===== src/rtl/iter_shifter_pkg.sv =====
// Shared definitions for the iterative shifter: op encodings, FSM states and
// the default operand width.
package shift_pkg;

    localparam int WIDTH_DEF = 32;

    typedef enum logic [1:0] {
        OP_SLL = 2'b00,
        OP_SRL = 2'b01,
        OP_SRA = 2'b10,
        OP_ROR = 2'b11
    } op_e;

    typedef enum logic [1:0] {
        ST_IDLE  = 2'b00,
        ST_SHIFT = 2'b01,
        ST_DONE  = 2'b10
    } state_e;

endpackage


===== src/rtl/iter_shifter_if.sv =====
// Request/response bundle between the ALU control FSM (master) and the
// iterative shifter (slave).
interface iter_shifter_if #(
    parameter int WIDTH = shift_pkg::WIDTH_DEF
) ();

    logic                     start;
    shift_pkg::op_e           op;
    logic [WIDTH-1:0]         num;
    logic [$clog2(WIDTH)-1:0] shamt;
    logic                     busy;
    logic                     done;
    logic [WIDTH-1:0]         result;

    modport master (
        output start, op, num, shamt,
        input  busy, done, result
    );

    modport slave (
        input  start, op, num, shamt,
        output busy, done, result
    );

endinterface


===== src/rtl/iter_shifter_step.sv =====
// One combinational step of the shifter: moves din by 0..STEP positions.
// fill supplies the bit shifted into the vacated MSBs on right shifts.
// The rotate path exists only when SHIFTER_ROTATE_EN is defined.
module shift_step
    import shift_pkg::*;
#(
    parameter  int WIDTH = WIDTH_DEF,
    parameter  int STEP  = 1,
    localparam int AMT_W = $clog2(STEP) + 1
) (
    input  logic [WIDTH-1:0] din,
    input  logic [AMT_W-1:0] amt,
    input  op_e              op,
    input  logic             fill,
    output logic [WIDTH-1:0] dout
);

    logic [WIDTH-1:0] vac_hi;

    // Select the shifted value for the current op; vac_hi marks vacated MSBs.
    always_comb begin
        vac_hi = ~({WIDTH{1'b1}} >> amt);
        dout   = din;
        case (op)
            OP_SLL:         dout = din << amt;
            OP_SRL, OP_SRA: dout = (din >> amt) | ({WIDTH{fill}} & vac_hi);
`ifdef SHIFTER_ROTATE_EN
            OP_ROR:         dout = (din >> amt) | (din << (WIDTH - int'(amt)));
`endif
            default:        dout = din;
        endcase
    end

endmodule


===== src/rtl/iter_shifter.sv =====
// Multi-cycle shifter: SLL/SRL/SRA (and ROR with SHIFTER_ROTATE_EN) by a
// runtime amount, at most STEP positions per clock, start/busy/done handshake.
// Optional feature macro: SHIFTER_ROTATE_EN.
//
// SHIFT holds one extra "drain" cycle once rem hits zero (busy already low)
// before entering DONE; a zero-length request takes only this drain cycle.
// This gives accept-to-done latency of ceil(shamt/STEP)+1 edges and keeps
// result stable for the whole DONE cycle.
module iter_shifter
    import shift_pkg::*;
#(
    parameter  int WIDTH   = WIDTH_DEF,
    parameter  int STEP    = 1,
    localparam int SHAMT_W = $clog2(WIDTH)
) (
    input  logic         clk,
    input  logic         rst,
    iter_shifter_if.slave bus
);

    localparam int                 AMT_W  = $clog2(STEP) + 1;
    localparam logic [SHAMT_W:0]   STEP_X = (SHAMT_W + 1)'(STEP);
    localparam logic [AMT_W-1:0]   STEP_A = AMT_W'(STEP);

    state_e             state, state_d;
    logic [SHAMT_W-1:0] rem;
    logic [WIDTH-1:0]   work;
    logic [WIDTH-1:0]   step_out;
    op_e                op_q;
    logic               sign_q;
    logic               accept;
    logic [AMT_W-1:0]   s;
    logic [SHAMT_W:0]   rem_x;
    logic               fill;
    logic [SHAMT_W-1:0] shamt_eff;

    // Per-cycle step size min(STEP, rem) and right-shift fill bit.
    always_comb begin
        rem_x = {1'b0, rem};
        s     = (rem_x >= STEP_X) ? STEP_A : rem_x[AMT_W-1:0];
        fill  = (op_q == OP_SRA) & sign_q;
    end

    // Without the rotate datapath, ROR degenerates to a zero-length shift.
    always_comb begin
`ifdef SHIFTER_ROTATE_EN
        shamt_eff = bus.shamt;
`else
        shamt_eff = (bus.op == OP_ROR) ? '0 : bus.shamt;
`endif
    end

    shift_step #(
        .WIDTH (WIDTH),
        .STEP  (STEP)
    ) u_step (
        .din  (work),
        .amt  (s),
        .op   (op_q),
        .fill (fill),
        .dout (step_out)
    );

    // Next-state logic and request acceptance.
    always_comb begin
        state_d = state;
        accept  = 1'b0;
        case (state)
            ST_IDLE: begin
                if (bus.start) begin
                    accept  = 1'b1;
                    state_d = ST_SHIFT;
                end
            end
            ST_SHIFT: begin
                if (rem == '0) state_d = ST_DONE;
            end
            ST_DONE: begin
                if (bus.start) begin
                    accept  = 1'b1;
                    state_d = ST_SHIFT;
                end else begin
                    state_d = ST_IDLE;
                end
            end
            default: state_d = ST_IDLE;
        endcase
    end

    // State, remaining count and working register.
    always_ff @(posedge clk) begin
        if (rst) begin
            state  <= ST_IDLE;
            rem    <= '0;
            work   <= '0;
            op_q   <= OP_SLL;
            sign_q <= 1'b0;
        end else begin
            state <= state_d;
            if (accept) begin
                work   <= bus.num;
                rem    <= shamt_eff;
                op_q   <= bus.op;
                sign_q <= bus.num[WIDTH-1];
            end else if (state == ST_SHIFT && rem != '0) begin
                work <= step_out;
                rem  <= rem - SHAMT_W'(s);
            end
        end
    end

    assign bus.busy   = (state == ST_SHIFT) && (rem != '0);
    assign bus.done   = (state == ST_DONE);
    assign bus.result = work;

endmodule


===== src/flat_wrapper.sv =====
// flat-port wrapper written by rule: the top's interface ports become plain ports
module iter_shifter_flat import shift_pkg::*;
#(
    parameter  int WIDTH   = WIDTH_DEF,
    parameter  int STEP    = 1,
    localparam int SHAMT_W = $clog2(WIDTH)
)
  (clk, rst, bus_start, bus_op, bus_num, bus_shamt, bus_busy, bus_done, bus_result);
  iter_shifter_if #(.WIDTH(WIDTH)) bus_i ();
  input  logic clk;
  input  logic rst;
  input wire logic [$bits(bus_i.start)-1:0] bus_start;
  input wire logic [$bits(bus_i.op)-1:0] bus_op;
  input wire logic [$bits(bus_i.num)-1:0] bus_num;
  input wire logic [$bits(bus_i.shamt)-1:0] bus_shamt;
  output wire logic [$bits(bus_i.busy)-1:0] bus_busy;
  output wire logic [$bits(bus_i.done)-1:0] bus_done;
  output wire logic [$bits(bus_i.result)-1:0] bus_result;
  assign bus_i.start = bus_start;
  assign bus_i.op = bus_op;
  assign bus_i.num = bus_num;
  assign bus_i.shamt = bus_shamt;
  assign bus_busy = bus_i.busy;
  assign bus_done = bus_i.done;
  assign bus_result = bus_i.result;
  iter_shifter #(.WIDTH(WIDTH), .STEP(STEP)) u_core (.clk(clk), .rst(rst), .bus(bus_i));
endmodule

===== config.mk =====
export PLATFORM = sky130hd
export DESIGN_NAME = iter_shifter_flat
export DESIGN_NICKNAME = d
export VERILOG_FILES = /design/src/rtl/iter_shifter_pkg.sv /design/src/rtl/iter_shifter_if.sv /design/src/rtl/iter_shifter_step.sv /design/src/rtl/iter_shifter.sv /design/src/flat_wrapper.sv
export SDC_FILE = /design/constraint.sdc
export NUM_CORES = 1
export LEC_CHECK = 0
export ABC_CLOCK_PERIOD_IN_PS = 2800
export BUFFER_PORTS_ARGS = -buffer_cell sky130_fd_sc_hd__buf_2
export CORE_UTILIZATION = 55
export CTS_CLUSTER_SIZE = 10
export DETAILED_ROUTE_END_ITERATION = 16
export PLACE_DENSITY_LB_ADDON = 0.12
export SLEW_MARGIN = 10
export SYNTH_ARGS = -nofsm -noshare
export SYNTH_HDL_FRONTEND = slang
export SYNTH_HIERARCHICAL = 1
export SYNTH_SLANG_ARGS = --single-unit

===== constraint.sdc =====
create_clock -name clk -period 2.8 [get_ports clk]
set_clock_uncertainty 0.05 [all_clocks]
set_input_delay 0.56 -clock clk [delete_from_list [all_inputs] [get_ports clk]]
set_output_delay 0.56 -clock clk [all_outputs]
set_load 0.05 [all_outputs]

==> out/metrics.csv <==
stage,metric,value,unit
grt,first-pass GRT wire length,14100,um
cells_and_area,most frequent cells in the layout,"buf_2 (75), a21oi_1 (42), dfxtp_1 (42), inv_1 (35), a22o_1 (33)",
grt,initial antenna violation count,0,
placed_design,HPWL after DPL,5310,um
synthesis,register area share after synthesis,25.5,%
run,maxcap violations,0,
outcome,status,completed,
die,I/O pin cnt,76,
routing,DRC Markers,0,
pwr,Final Power,0.00250,W
worst_setup_path,"Cell Chain, Critical Path",nor3_4 > nand2_1 > nor2b_4 > a22o_1 > a221o_1 > mux2_2 > a21oi_1 > a211oi_2,
worst_setup_path,crit path to,u_core/bus.result[8],
pwr,VDD IR max,0.000311,V
synthesis,mux contribution to synthesized area,10.9,%
sta,fin crit share,87.3,%
placed_design,GP Congestion,0.836,
clocking,CTS Root Cell,clkbuf_8,
synthesis,synthesized flop and latch total,42,
synthesis,Post-synth EDFFs,0,
routing,vias,3141,
pwr,Leak Pwr,1.70,nW
sta,Slew @ Worst Pin,0.876,ns
synthesis,complex-gate fraction of the synthesized area,39.0,%
sta,RSZ-0062 raised after global routing,no,
placed_design,port buffer count,75,
grt,grt total ovfl,0,
worst_setup_path,r2r setup slk,0.36,ns
synthesis,Mapped Avg Cell Area,8.94,um2
sta,post-route minimum period,2.44,ns
routing,DRT iter0 DRCs,220,
clocking,H-tree levels,2,
die,DIE HEIGHT,79.5,um
worst_setup_path,worst path arrival time,2.56,ns
routing,vias per inst,6.35,
clocking,clock tree from TritonCTS,built,
cells_and_area,P&R area growth vs syn,13.3,%
routing,WL/cell,17.0,um
die,die area,6310,um2
clocking,clock sinks,42,
cells_and_area,Util after Layout,66.3,%
routing,post-route ant nets,0,
grt,overall routing resource usage,27.8,%
worst_setup_path,Crit Path Class,flop to flop,
sta,Slew Limit Headroom,41.6,%
worst_setup_path,Startpoint Class,flop,
synthesis,synthesized cell area,3300,um2
synthesis,Synth Flop Type,dfxtp_1,
cells_and_area,nets@finish,467,
synthesis,"Net Count, Synth",414,
grt,largest net degree at the start of global routing,61,
worst_setup_path,crit end category,flop,
synthesis,post-synthesis adder-cell area fraction,1.14,%
sta,setup TNS,0,ns
worst_setup_path,CP Launch Point,u_core/rem[0],
routing,Pre-Repair DR Iteration Count,4,
worst_setup_path,CP max-delay cell,dfxtp_1,
grt,vias in the first global route,2919,
die,core area,5640,um2
sta,f_max,409,MHz
worst_setup_path,R2R cell count,8,
die,Initial Util,58.5,%
worst_setup_path,"Req. time, crit path",2.91,ns
sta,Final WS setup,0.356,ns
sta,Setup-failing EPs final,0,
pwr,power density over cell area,669,nW/um2
clocking,buffers inserted by post-CTS timing repair,0,
routing,final WL,8410,um
synthesis,synth warn,6,
worst_setup_path,Worst path max stage delay,0.38,ns
placed_design,pre-CTS WS,0.220,ns
cells_and_area,# fillers,492,
worst_setup_path,RR Startpoint,u_core/rem[0],
synthesis,Post-Syn Instances,369,
sta,Slew Limit Fails,0,
synthesis,simple-gate portion of the synthesized area,12.4,%
min_path,worst min path class,flop to flop,
clocking,clk_lat worst skew,0.29,ns
cells_and_area,"commonest non-fill, non-tap cell in the layout",buf_2,
synthesis,Netlist cell types,39,
worst_setup_path,capture point of the worst reg-to-reg path,u_core/bus.result[8],
synthesis,Synth Area in XOR/XNOR,0,%
sta,Fin. Hold Viols,0,
clocking,Worst-path clk slew,0.08,ns
worst_setup_path,crit-path max FO,30,
clocking,clock buffer count from CTS,5,
cells_and_area,antenna cell count,0,
synthesis,ys async rst share,0,%
clocking,CTS Buffer Depth,2,
die,Die Wd,79.5,um
die,site row count,27,
cells_and_area,share of layout cells above drive strength 1,37.8,%
synthesis,main combinational cell family by area after synthesis,compound AO/OA/AOI/OAI gates,
-- cells by family after synthesis --
group / count (synthesis)
muxes: 32
AOI/OAI and AO/OA: 148
buffers and inverters: 76
and+or+nand+nor: 68
adders and majority gates: 3
DFF: 42
-- flip-flops by register name, summed over array words and instances, names as in the netlist --
signal / flops
u_core/state: 2
u_core/rem: 5
u_core/bus.result: 32
u_core/op_q: 2
u_core/sign_q: 1
-- layout make-up --
type	count	area, um2	area share (%)
timing repair buffer	84	455	12.2
clock inverter	1	5.00	0.134
clock buffer	7	86.3	2.31
inverter	37	141	3.78
sequential	42	841	22.5
multi-input combinational	252	2120	56.7
tap	72	90.1	2.41
-- report_power, final --
part	switching, W	internal (W)
logic	0.000789	0.000502
registers	0.000116	0.000679
clock network	0.000217	0.000199
-- per-stage QoR --
stage / cell area (um2) / hold WS, ns / instances
2_1_floorplan: 3300 / 0.387 / 369
3_3_place_gp: 3630 / 0.400 / 486
3_5_place_dp: 3630 / 0.404 / 486
4_1_cts: 3720 / 0.421 / 494
5_1_grt: 3740 / 0.424 / 495
6_report: 3740 / 0.422 / 495
-- how the worst min path moves through the flow --
stage                          to          start  depth (start not counted)  slack (ns)
finish              u_core/sign_q  u_core/sign_q                          2        0.42
global route        u_core/rem[4]   bus_shamt[4]                          2        0.42
CTS                 u_core/sign_q  u_core/sign_q                          2        0.42
detailed placement  u_core/sign_q  u_core/sign_q                          2        0.40
global placement    u_core/sign_q  u_core/sign_q                          2        0.40
floorplan           u_core/sign_q  u_core/sign_q                          2        0.39
-- repair_timing --
action                     4_1_cts  5_1_grt
hold endpoints to repair         0        0
setup endpoints to repair        0       25
gates resized for setup          0        2
hold buffers                     0        0
-- cells in the mapped netlist (all sizes together) (2+ instances only) --
library cell	instances	area [um2]
a211oi	32	395
a21o	2	22.5
a21oi	42	210
a221o	30	300
a22o	33	289
and3	30	188
buf	19	150
clkbuf	20	75.1
dfxtp	42	841
ha	3	37.5
inv	37	141
mux2	32	360
nand2	17	63.8
nand2b	2	15.0
nor2	8	46.3
nor2b	4	27.5
nor3	3	26.3
o21ai	2	10.0
o2bb2ai	2	17.5
-- critical path: cells and delay by family (launching register included) --
| family | cells | cell delay (ns) |
|---|---|---|
| AO/OA/AOI/OAI | 4 | 0.76 |
| multiplexers | 1 | 0.25 |
| flip-flops | 1 | 0.38 |
| AND/OR/NAND/NOR | 3 | 0.85 |
-- routing by layer --
metal  wire length [um]  GRT usage [%]
met4                127           9.09
met3                524           4.23
met1               3810           36.6
met5                  0              0
met2               3950           45.9
Power figures use the tool's default switching activity.
